$ cat config.mk
export PLATFORM = sky130hd
export DESIGN_NAME = multicycle_cpu_core
export DESIGN_NICKNAME = d
export VERILOG_FILES = /design/src/rtl/multicycle_cpu_core.sv
export SDC_FILE = /design/constraint.sdc
export NUM_CORES = 1
export LEC_CHECK = 0
export BUFFER_PORTS_ARGS = -buffer_cell sky130_fd_sc_hd__clkbuf_2
export CAP_MARGIN = 40
export CORE_MARGIN = 10
export CORE_UTILIZATION = 61
export CTS_BUF_LIST = sky130_fd_sc_hd__clkbuf_8 sky130_fd_sc_hd__clkbuf_16
export DETAILED_ROUTE_END_ITERATION = 10
export PLACE_DENSITY = 0.84
export SKIP_CTS_REPAIR_TIMING = 1
export SLEW_MARGIN = 30
export SYNTH_ARGS = -nofsm -noshare
export SYNTH_HDL_FRONTEND = slang
export SYNTH_SLANG_ARGS = --single-unit
$ cat constraint.sdc
create_clock -name clk -period 7.05 [get_ports clk]
set_input_delay 1.41 -clock clk [delete_from_list [all_inputs] [get_ports clk]]
set_output_delay 1.41 -clock clk [all_outputs]
set_load 0.02 [all_outputs]
$ cat src/rtl/multicycle_cpu_core.sv
// multicycle_cpu_core: multi-cycle A/B-register CPU with a req/ack data port, carry flag and HALT.
// Define CPU_STACK_EN to build the CALL/RET return-address stack and stack_err.
//
// state   | meaning
// FETCH   | latch IR from the instruction ROM, advance PC
// EXEC    | execute non-memory ops, or launch a data access
// MEM     | data access outstanding, waiting for dm_ack
// HALT    | stopped; only reset leaves
module multicycle_cpu_core #(
  parameter int DATA_W      = 8,
  parameter int ADDR_W      = 8,
  parameter int OPC_W       = 7,
  parameter int STACK_DEPTH = 4
) (
  input  logic                    clk,
  input  logic                    rst_n,
  output logic [ADDR_W-1:0]       im_addr,
  input  logic [OPC_W+DATA_W-1:0] im_data,
  output logic                    dm_req,
  output logic                    dm_we,
  output logic [ADDR_W-1:0]       dm_addr,
  output logic [DATA_W-1:0]       dm_wdata,
  input  logic [DATA_W-1:0]       dm_rdata,
  input  logic                    dm_ack,
  output logic [DATA_W-1:0]       alu_out_bus,
  output logic [2:0]              flags,
  output logic                    halted,
  output logic                    stack_err
);
  localparam logic [OPC_W-1:0] OP_MOV_AL = OPC_W'(7'b0000010);
  localparam logic [OPC_W-1:0] OP_MOV_BL = OPC_W'(7'b0000011);
  localparam logic [OPC_W-1:0] OP_LD_AD  = OPC_W'(7'b0100101);
  localparam logic [OPC_W-1:0] OP_ST_DA  = OPC_W'(7'b0100111);
  localparam logic [OPC_W-1:0] OP_LD_AB  = OPC_W'(7'b0101001);
  localparam logic [OPC_W-1:0] OP_ST_BA  = OPC_W'(7'b0101011);
  localparam logic [OPC_W-1:0] OP_ADD_AD = OPC_W'(7'b0101100);
  localparam logic [OPC_W-1:0] OP_SUB_BL = OPC_W'(7'b0001011);
  localparam logic [OPC_W-1:0] OP_CMP_AB = OPC_W'(7'b1001101);
  localparam logic [OPC_W-1:0] OP_CMP_BL = OPC_W'(7'b1001111);
  localparam logic [OPC_W-1:0] OP_JMP    = OPC_W'(7'b1010011);
  localparam logic [OPC_W-1:0] OP_JEQ    = OPC_W'(7'b1010100);
  localparam logic [OPC_W-1:0] OP_JGE    = OPC_W'(7'b1011000);
  localparam logic [OPC_W-1:0] OP_JLE    = OPC_W'(7'b1011001);
  localparam logic [OPC_W-1:0] OP_HALT   = OPC_W'(7'b1111111);

  if (STACK_DEPTH < 2 || (STACK_DEPTH & (STACK_DEPTH - 1)) != 0) begin : g_bad_depth
    $error("STACK_DEPTH must be a power of 2 and at least 2");
  end

  typedef enum logic [1:0] {S_FETCH, S_EXEC, S_MEM, S_HALT} state_t;
  state_t state, state_nxt;

  logic [OPC_W+DATA_W-1:0] ir;
  logic [ADDR_W-1:0]       pc;
  logic [DATA_W-1:0]       a, b;
  logic                    c_f, n_f, z_f;
  logic [OPC_W-1:0]        opc;
  logic [DATA_W-1:0]       lit;
  logic [ADDR_W-1:0]       lit_addr, b_addr;
  logic                    is_mem, jmp_taken, stack_fault;
  logic [DATA_W-1:0]       sub_x, sub_y;
  logic [DATA_W:0]         sub_full, add_full;

  assign opc      = ir[OPC_W+DATA_W-1 -: OPC_W];
  assign lit      = ir[DATA_W-1:0];
  assign lit_addr = ADDR_W'(lit);
  assign b_addr   = ADDR_W'(b);
  assign im_addr  = pc;
  assign dm_req   = (state == S_MEM);
  assign halted   = (state == S_HALT);
  assign flags    = {c_f, n_f, z_f};

  // One subtractor serves SUB B,Lit and both CMPs; its MSB is the borrow (x < y unsigned).
  always_comb begin
    is_mem    = (opc == OP_LD_AD) || (opc == OP_ST_DA) || (opc == OP_LD_AB) ||
                (opc == OP_ST_BA) || (opc == OP_ADD_AD);
    jmp_taken = 1'b0;
    case (opc)
      OP_JMP:  jmp_taken = 1'b1;
      OP_JEQ:  jmp_taken = z_f;
      OP_JGE:  jmp_taken = !n_f;
      OP_JLE:  jmp_taken = n_f || z_f;
      default: jmp_taken = 1'b0;
    endcase
    sub_x    = (opc == OP_CMP_AB) ? a : b;
    sub_y    = (opc == OP_CMP_AB) ? b : lit;
    sub_full = {1'b0, sub_x} - {1'b0, sub_y};
    add_full = {1'b0, a} + {1'b0, dm_rdata};
  end

`ifdef CPU_STACK_EN
  localparam logic [OPC_W-1:0] OP_CALL = OPC_W'(7'b1011010);
  localparam logic [OPC_W-1:0] OP_RET  = OPC_W'(7'b1011011);
  localparam int               SP_W    = $clog2(STACK_DEPTH) + 1;
  localparam logic [SP_W-1:0]  SP_FULL = SP_W'(STACK_DEPTH);

  logic [ADDR_W-1:0] stack_mem [STACK_DEPTH];
  logic [SP_W-1:0]   sp, sp_m1;
  logic [ADDR_W-1:0] ret_addr;
  logic              stk_op;

  assign sp_m1       = sp - SP_W'(1);
  assign ret_addr    = stack_mem[sp_m1[SP_W-2:0]];
  assign stk_op      = (state == S_EXEC) && ((opc == OP_CALL) || (opc == OP_RET));
  assign stack_fault = ((opc == OP_CALL) && (sp == SP_FULL)) ||
                       ((opc == OP_RET) && (sp == '0));

  always_ff @(posedge clk) begin
    if (!rst_n) begin
      sp        <= '0;
      stack_err <= 1'b0;
    end else if (stk_op) begin
      if (stack_fault) begin
        stack_err <= 1'b1;
      end else if (opc == OP_CALL) begin
        stack_mem[sp[SP_W-2:0]] <= pc;
        sp <= sp + SP_W'(1);
      end else begin
        sp <= sp_m1;
      end
    end
  end
`else
  assign stack_fault = 1'b0;
  assign stack_err   = 1'b0;
`endif

  always_ff @(posedge clk) begin
    if (!rst_n) state <= S_FETCH;
    else        state <= state_nxt;
  end

  always_comb begin
    state_nxt = state;
    case (state)
      S_FETCH: state_nxt = S_EXEC;
      S_EXEC: begin
        if ((opc == OP_HALT) || stack_fault) state_nxt = S_HALT;
        else if (is_mem)                     state_nxt = S_MEM;
        else                                 state_nxt = S_FETCH;
      end
      S_MEM:   if (dm_ack) state_nxt = S_FETCH;
      default: state_nxt = S_HALT;
    endcase
  end

  // CMP results also land on alu_out_bus as the x-y difference.
  always_ff @(posedge clk) begin
    if (!rst_n) begin
      ir          <= '0;
      pc          <= '0;
      a           <= '0;
      b           <= '0;
      c_f         <= 1'b0;
      n_f         <= 1'b0;
      z_f         <= 1'b0;
      alu_out_bus <= '0;
      dm_we       <= 1'b0;
      dm_addr     <= '0;
      dm_wdata    <= '0;
    end else begin
      case (state)
        S_FETCH: begin
          ir <= im_data;
          pc <= pc + ADDR_W'(1);
        end
        S_EXEC: begin
          case (opc)
            OP_MOV_AL: a <= lit;
            OP_MOV_BL: b <= lit;
            OP_LD_AD, OP_ADD_AD: begin
              dm_we   <= 1'b0;
              dm_addr <= lit_addr;
            end
            OP_ST_DA: begin
              dm_we    <= 1'b1;
              dm_addr  <= lit_addr;
              dm_wdata <= a;
            end
            OP_LD_AB: begin
              dm_we   <= 1'b0;
              dm_addr <= b_addr;
            end
            OP_ST_BA: begin
              dm_we    <= 1'b1;
              dm_addr  <= b_addr;
              dm_wdata <= a;
            end
            OP_SUB_BL: begin
              b           <= sub_full[DATA_W-1:0];
              alu_out_bus <= sub_full[DATA_W-1:0];
              c_f         <= sub_full[DATA_W];
              n_f         <= sub_full[DATA_W-1];
              z_f         <= (sub_full[DATA_W-1:0] == '0);
            end
            OP_CMP_AB, OP_CMP_BL: begin
              alu_out_bus <= sub_full[DATA_W-1:0];
              c_f         <= sub_full[DATA_W];
              n_f         <= sub_full[DATA_W];
              z_f         <= (sub_full[DATA_W-1:0] == '0);
            end
            OP_JMP, OP_JEQ, OP_JGE, OP_JLE: if (jmp_taken) pc <= lit_addr;
`ifdef CPU_STACK_EN
            OP_CALL: if (!stack_fault) pc <= lit_addr;
            OP_RET:  if (!stack_fault) pc <= ret_addr;
`endif
            default: ;
          endcase
        end
        S_MEM: begin
          if (dm_ack) begin
            case (opc)
              OP_LD_AD, OP_LD_AB: a <= dm_rdata;
              OP_ADD_AD: begin
                a           <= add_full[DATA_W-1:0];
                alu_out_bus <= add_full[DATA_W-1:0];
                c_f         <= add_full[DATA_W];
                n_f         <= add_full[DATA_W-1];
                z_f         <= (add_full[DATA_W-1:0] == '0);
              end
              default: ;
            endcase
          end
        end
        default: ;
      endcase
    end
  end
endmodule

==> run summary <==
STATUS
----------------------------------------------------------------------------------------
Outcome                                                                     complete, no violations

CLOCKING
----------------------------------------------------------------------------------------
Number of clock buffers inserted by TritonCTS                                          9
Root buf cell                                                                   clkbuf_8
Sink Count                                                                            69
Clock latency on the worst-skew pair                                              360 ps
Buffer depth of the longest clock path                                                 2
CTS tree                                                                           built
CTS HTree Levels                                                                       3
Clock Pin Slew Worst Setup and Hold Paths                                          80 ps

STA
----------------------------------------------------------------------------------------
Clk_skew                                                                         9.86 ps
Setup-violating endpoint count in the final report                                     0
Number of hold violations in the final report                                          0
Max Transition Viols Final                                                             0
Maximum operating frequency                                                      262 MHz
Setup ws final                                                                   3240 ps
Slew @ Worst Pin                                                                  801 ps
Clock period minus final worst setup slack                                       3810 ps
RSZ-0062 raised after global routing                                                  no
Summed negative setup slack over all endpoints                                      0 ps
Final cycle utilization of the critical path                                       54.1%
Normalized max-slew margin                                                         46.6%

YOSYS
----------------------------------------------------------------------------------------
Post-synthesis sequential element count                                               69
Largest cells by area after synthesis                                       dfxtp_1, nand2_1, mux2i_1
Cell type contributing the most total cell area after synthesis                  dfxtp_1
Fraction of the yosys area taken by sequential cells                               31.9%
Synthesized cell area                                                          4330 um^2
Top cells by count, synth                                                   nand2_1, dfxtp_1, nor2_1, mux2i_1, o21ai_0
Most frequent cell after synthesis                                               nand2_1
Fraction of synthesis flops using an asynchronous set or reset pin                    0%
Count of yosys warnings during synthesis                                               0
Adder and majority gate portion of the synthesized area                            5.84%
Cells after synthesis                                                                529
Number of distinct library cells after synthesis                                      64
Mean post-synth cell area                                                      8.19 um^2
Mux cell area share after synthesis                                                8.55%
Synth top area share                                                               31.9%
Count of flip-flops with a built-in enable after synthesis                             0
Most common flop cell mapped by yosys                                            dfxtp_1
Syn nets                                                                             574
Share of the synthesized area in compound gates (AO/OA/AOI/OAI)                    24.5%
Synth Area in Simple Gates                                                         23.9%
Parity-gate share of the synthesized area counting xor and xnor cells              1.01%
Dominant combinational cell family by area after synthesis                  compound AO/OA/AOI/OAI gates

SETUP PATH
----------------------------------------------------------------------------------------
Slowest Stage Delay on Critical Path                                              670 ps
Maximum net fanout on the critical path                                               16
Endpoint arrival time on the critical path                                       4040 ps
Endpoint required time on the critical path                                      7280 ps
Category of cells accounting for the largest share of critical-path delay   simple AND/OR/NAND/NOR gates
Critical-path cell list                                                     nor2b_1 -> nand4_1 -> nor2_1 -> buf_4 -> mux2_2 -> ha_1 -> fa_1 -> nand2b_1 -> a21o_1 -> a211oi_1 -> nor2_1 -> nor3_1 -> nor3_1
Highest-delay cell along the critical path                                       dfxtp_1
Kind of critical path                                                       flip-flop to flip-flop
Critical path launch point type                                                flip-flop
Sum of buffers and inverters on the critical path                                      1
Crit. End Element                                                              flip-flop

GRT
----------------------------------------------------------------------------------------
Sum of overflow across all layers after global routing                                 0
Overall global routing resource usage                                              21.8%
Global-route wire length before repair                                           19.8 mm
Via count of the first global-routing pass                                         3,988
Number of antenna violations at the first check in global routing                      0
Largest net degree at the start of global routing                                     37

POWER AND IR DROP
----------------------------------------------------------------------------------------
Worst ir drop on vdd                                                              122 uV
Leakage Power                                                                    2.06 nW
Power density over the cells                                                 181 nW/um^2
Overall power consumption                                                       0.881 mW

FLOW RUN
----------------------------------------------------------------------------------------
Number of violations of the max-capacitance limit                                      0

HOLD PATH
----------------------------------------------------------------------------------------
Hold/Removal Path Class                                                     flip-flop to flip-flop

LAYOUT
----------------------------------------------------------------------------------------
Area taken by flip-flops and latches                                           1380 um^2
ANT cells                                                                              0
FILL cells                                                                           586
Share of post-route cells with drive strength above 1                              18.4%
Final net count                                                                      621
Area Growth Syn to Fin                                                             12.4%
Multi-input gate area in the final layout                                      2760 um^2

DRT
----------------------------------------------------------------------------------------
Count of antenna-violating nets left after detailed routing                            0
Post-detailed-route via-to-cell ratio                                               6.20
Number of vias after detailed routing                                              4,199
Total wire length after detailed routing                                         12.2 mm
Drt first-iter violations                                                            309
Length of the first detailed-routing pass in iterations                                5
Routed length per placed instance                                                18.1 um
Remaining DRCs                                                                         0

PLACED DESIGN
----------------------------------------------------------------------------------------
Count of buffers from port buffering                                                  63
Half-perimeter wire length of the detailed placement result                      9.01 mm
Global placer's final weighted congestion                                          0.937
Worst Setup Slack post-DPL                                                       3270 ps

FLOORPLANNING
----------------------------------------------------------------------------------------
Vertical die dimension                                                            104 um
Initial core utilization                                                           63.4%
Core outline area                                                              6830 um^2
I/O pin count                                                                         65
Number of rows created at floorplan                                                   30
Width of the die                                                                  104 um
DIE AREA                                                                     10,900 um^2

==> worst min-delay path: cells and delay by family (launching register included) <==
kind	cells	cell delay, ps
simple gates	1	50
compound gates	1	70
flops	1	310
==> final cells by class <==
class / count / share of cell area, %
timing repair buffer: 69 / 7.66
multi-input combinational: 419 / 56.8
clock inverter: 7 / 1.54
clock buffer: 9 / 2.54
sequential: 69 / 28.4
inverter: 8 / 0.617
tap: 96 / 2.47
==> metal layers <==
metal,part of all wire (%),up-vias,GRT usage [%]
met2,48,192,36.0
met1,43,1942,27.0
met3,7.4,23,4.65
met5,0,-,0
met4,2.3,0,8.35
li1,-,2042,-
==> power by group <==
group / switching [mW] / leakage (nW) / internal (mW) / total (mW)
combinational: 0.0789 / 1.41 / 0.0497 / 0.129
sequential: 0.0207 / 0.560 / 0.400 / 0.420
clock: 0.168 / 0.0918 / 0.164 / 0.332
total: 0.267 / 2.06 / 0.614 / 0.881
==> final timing paths <==
kind	startpoint	to	slack, ps	cells after the start
hold reg to reg	alu_out_bus[1]	alu_out_bus[1]	470	2
hold / removal	alu_out_bus[1]	alu_out_bus[1]	470	2
setup / recovery	ir[8]	alu_out_bus[6]	3240	13
setup reg to reg	ir[8]	alu_out_bus[6]	3240	13
==> sequential cells by signal, indices dropped and copies added, names as in the netlist <==
signal       flops
dm_we            1
alu_out_bus      8
b                8
n_f              1
im_addr          8
a                8
dm_addr          8
c_f              1
dm_wdata         8
z_f              1
state            2
ir              15
==> kinds of logic after synthesis <==
logic type / Yosys count
and+or+nand+nor: 211
AOI/OAI and AO/OA: 147
DFF: 69
buffers and inverters: 41
muxes: 36
adders and majority gates: 19
xor gates and xnor gates: 5
other: 1
==> placed cells by master (no fill, tap or decap), types with 12 or more instances in the layout <==
cell type and instances:
nand2_1 84, clkbuf_2 63, o211ai_1 14, o211a_1 14, dfxtp_1 69, nor2_1 41
a211oi_1 12, o21ai_0 22, a21boi_0 21, a21oi_1 17, ha_1 17, nor3_1 15
mux2i_1 28
==> through the flow <==
| stage | instances | util, % | hold WS, ps | cell area, um^2 |
|---|---|---|---|---|
| 3_3_place_gp | 658 | 67.8 | 459 | 4630 |
| 5_1_grt | 677 | 71.2 | 502 | 4870 |
| 2_1_floorplan | 529 | - | 463 | 4330 |
| 4_1_cts | 676 | 71.1 | 477 | 4860 |
| 6_report | 677 | 71.2 | 474 | 4870 |
| 3_5_place_dp | 660 | 68.2 | 466 | 4660 |
(Power assumes the default switching activity.)
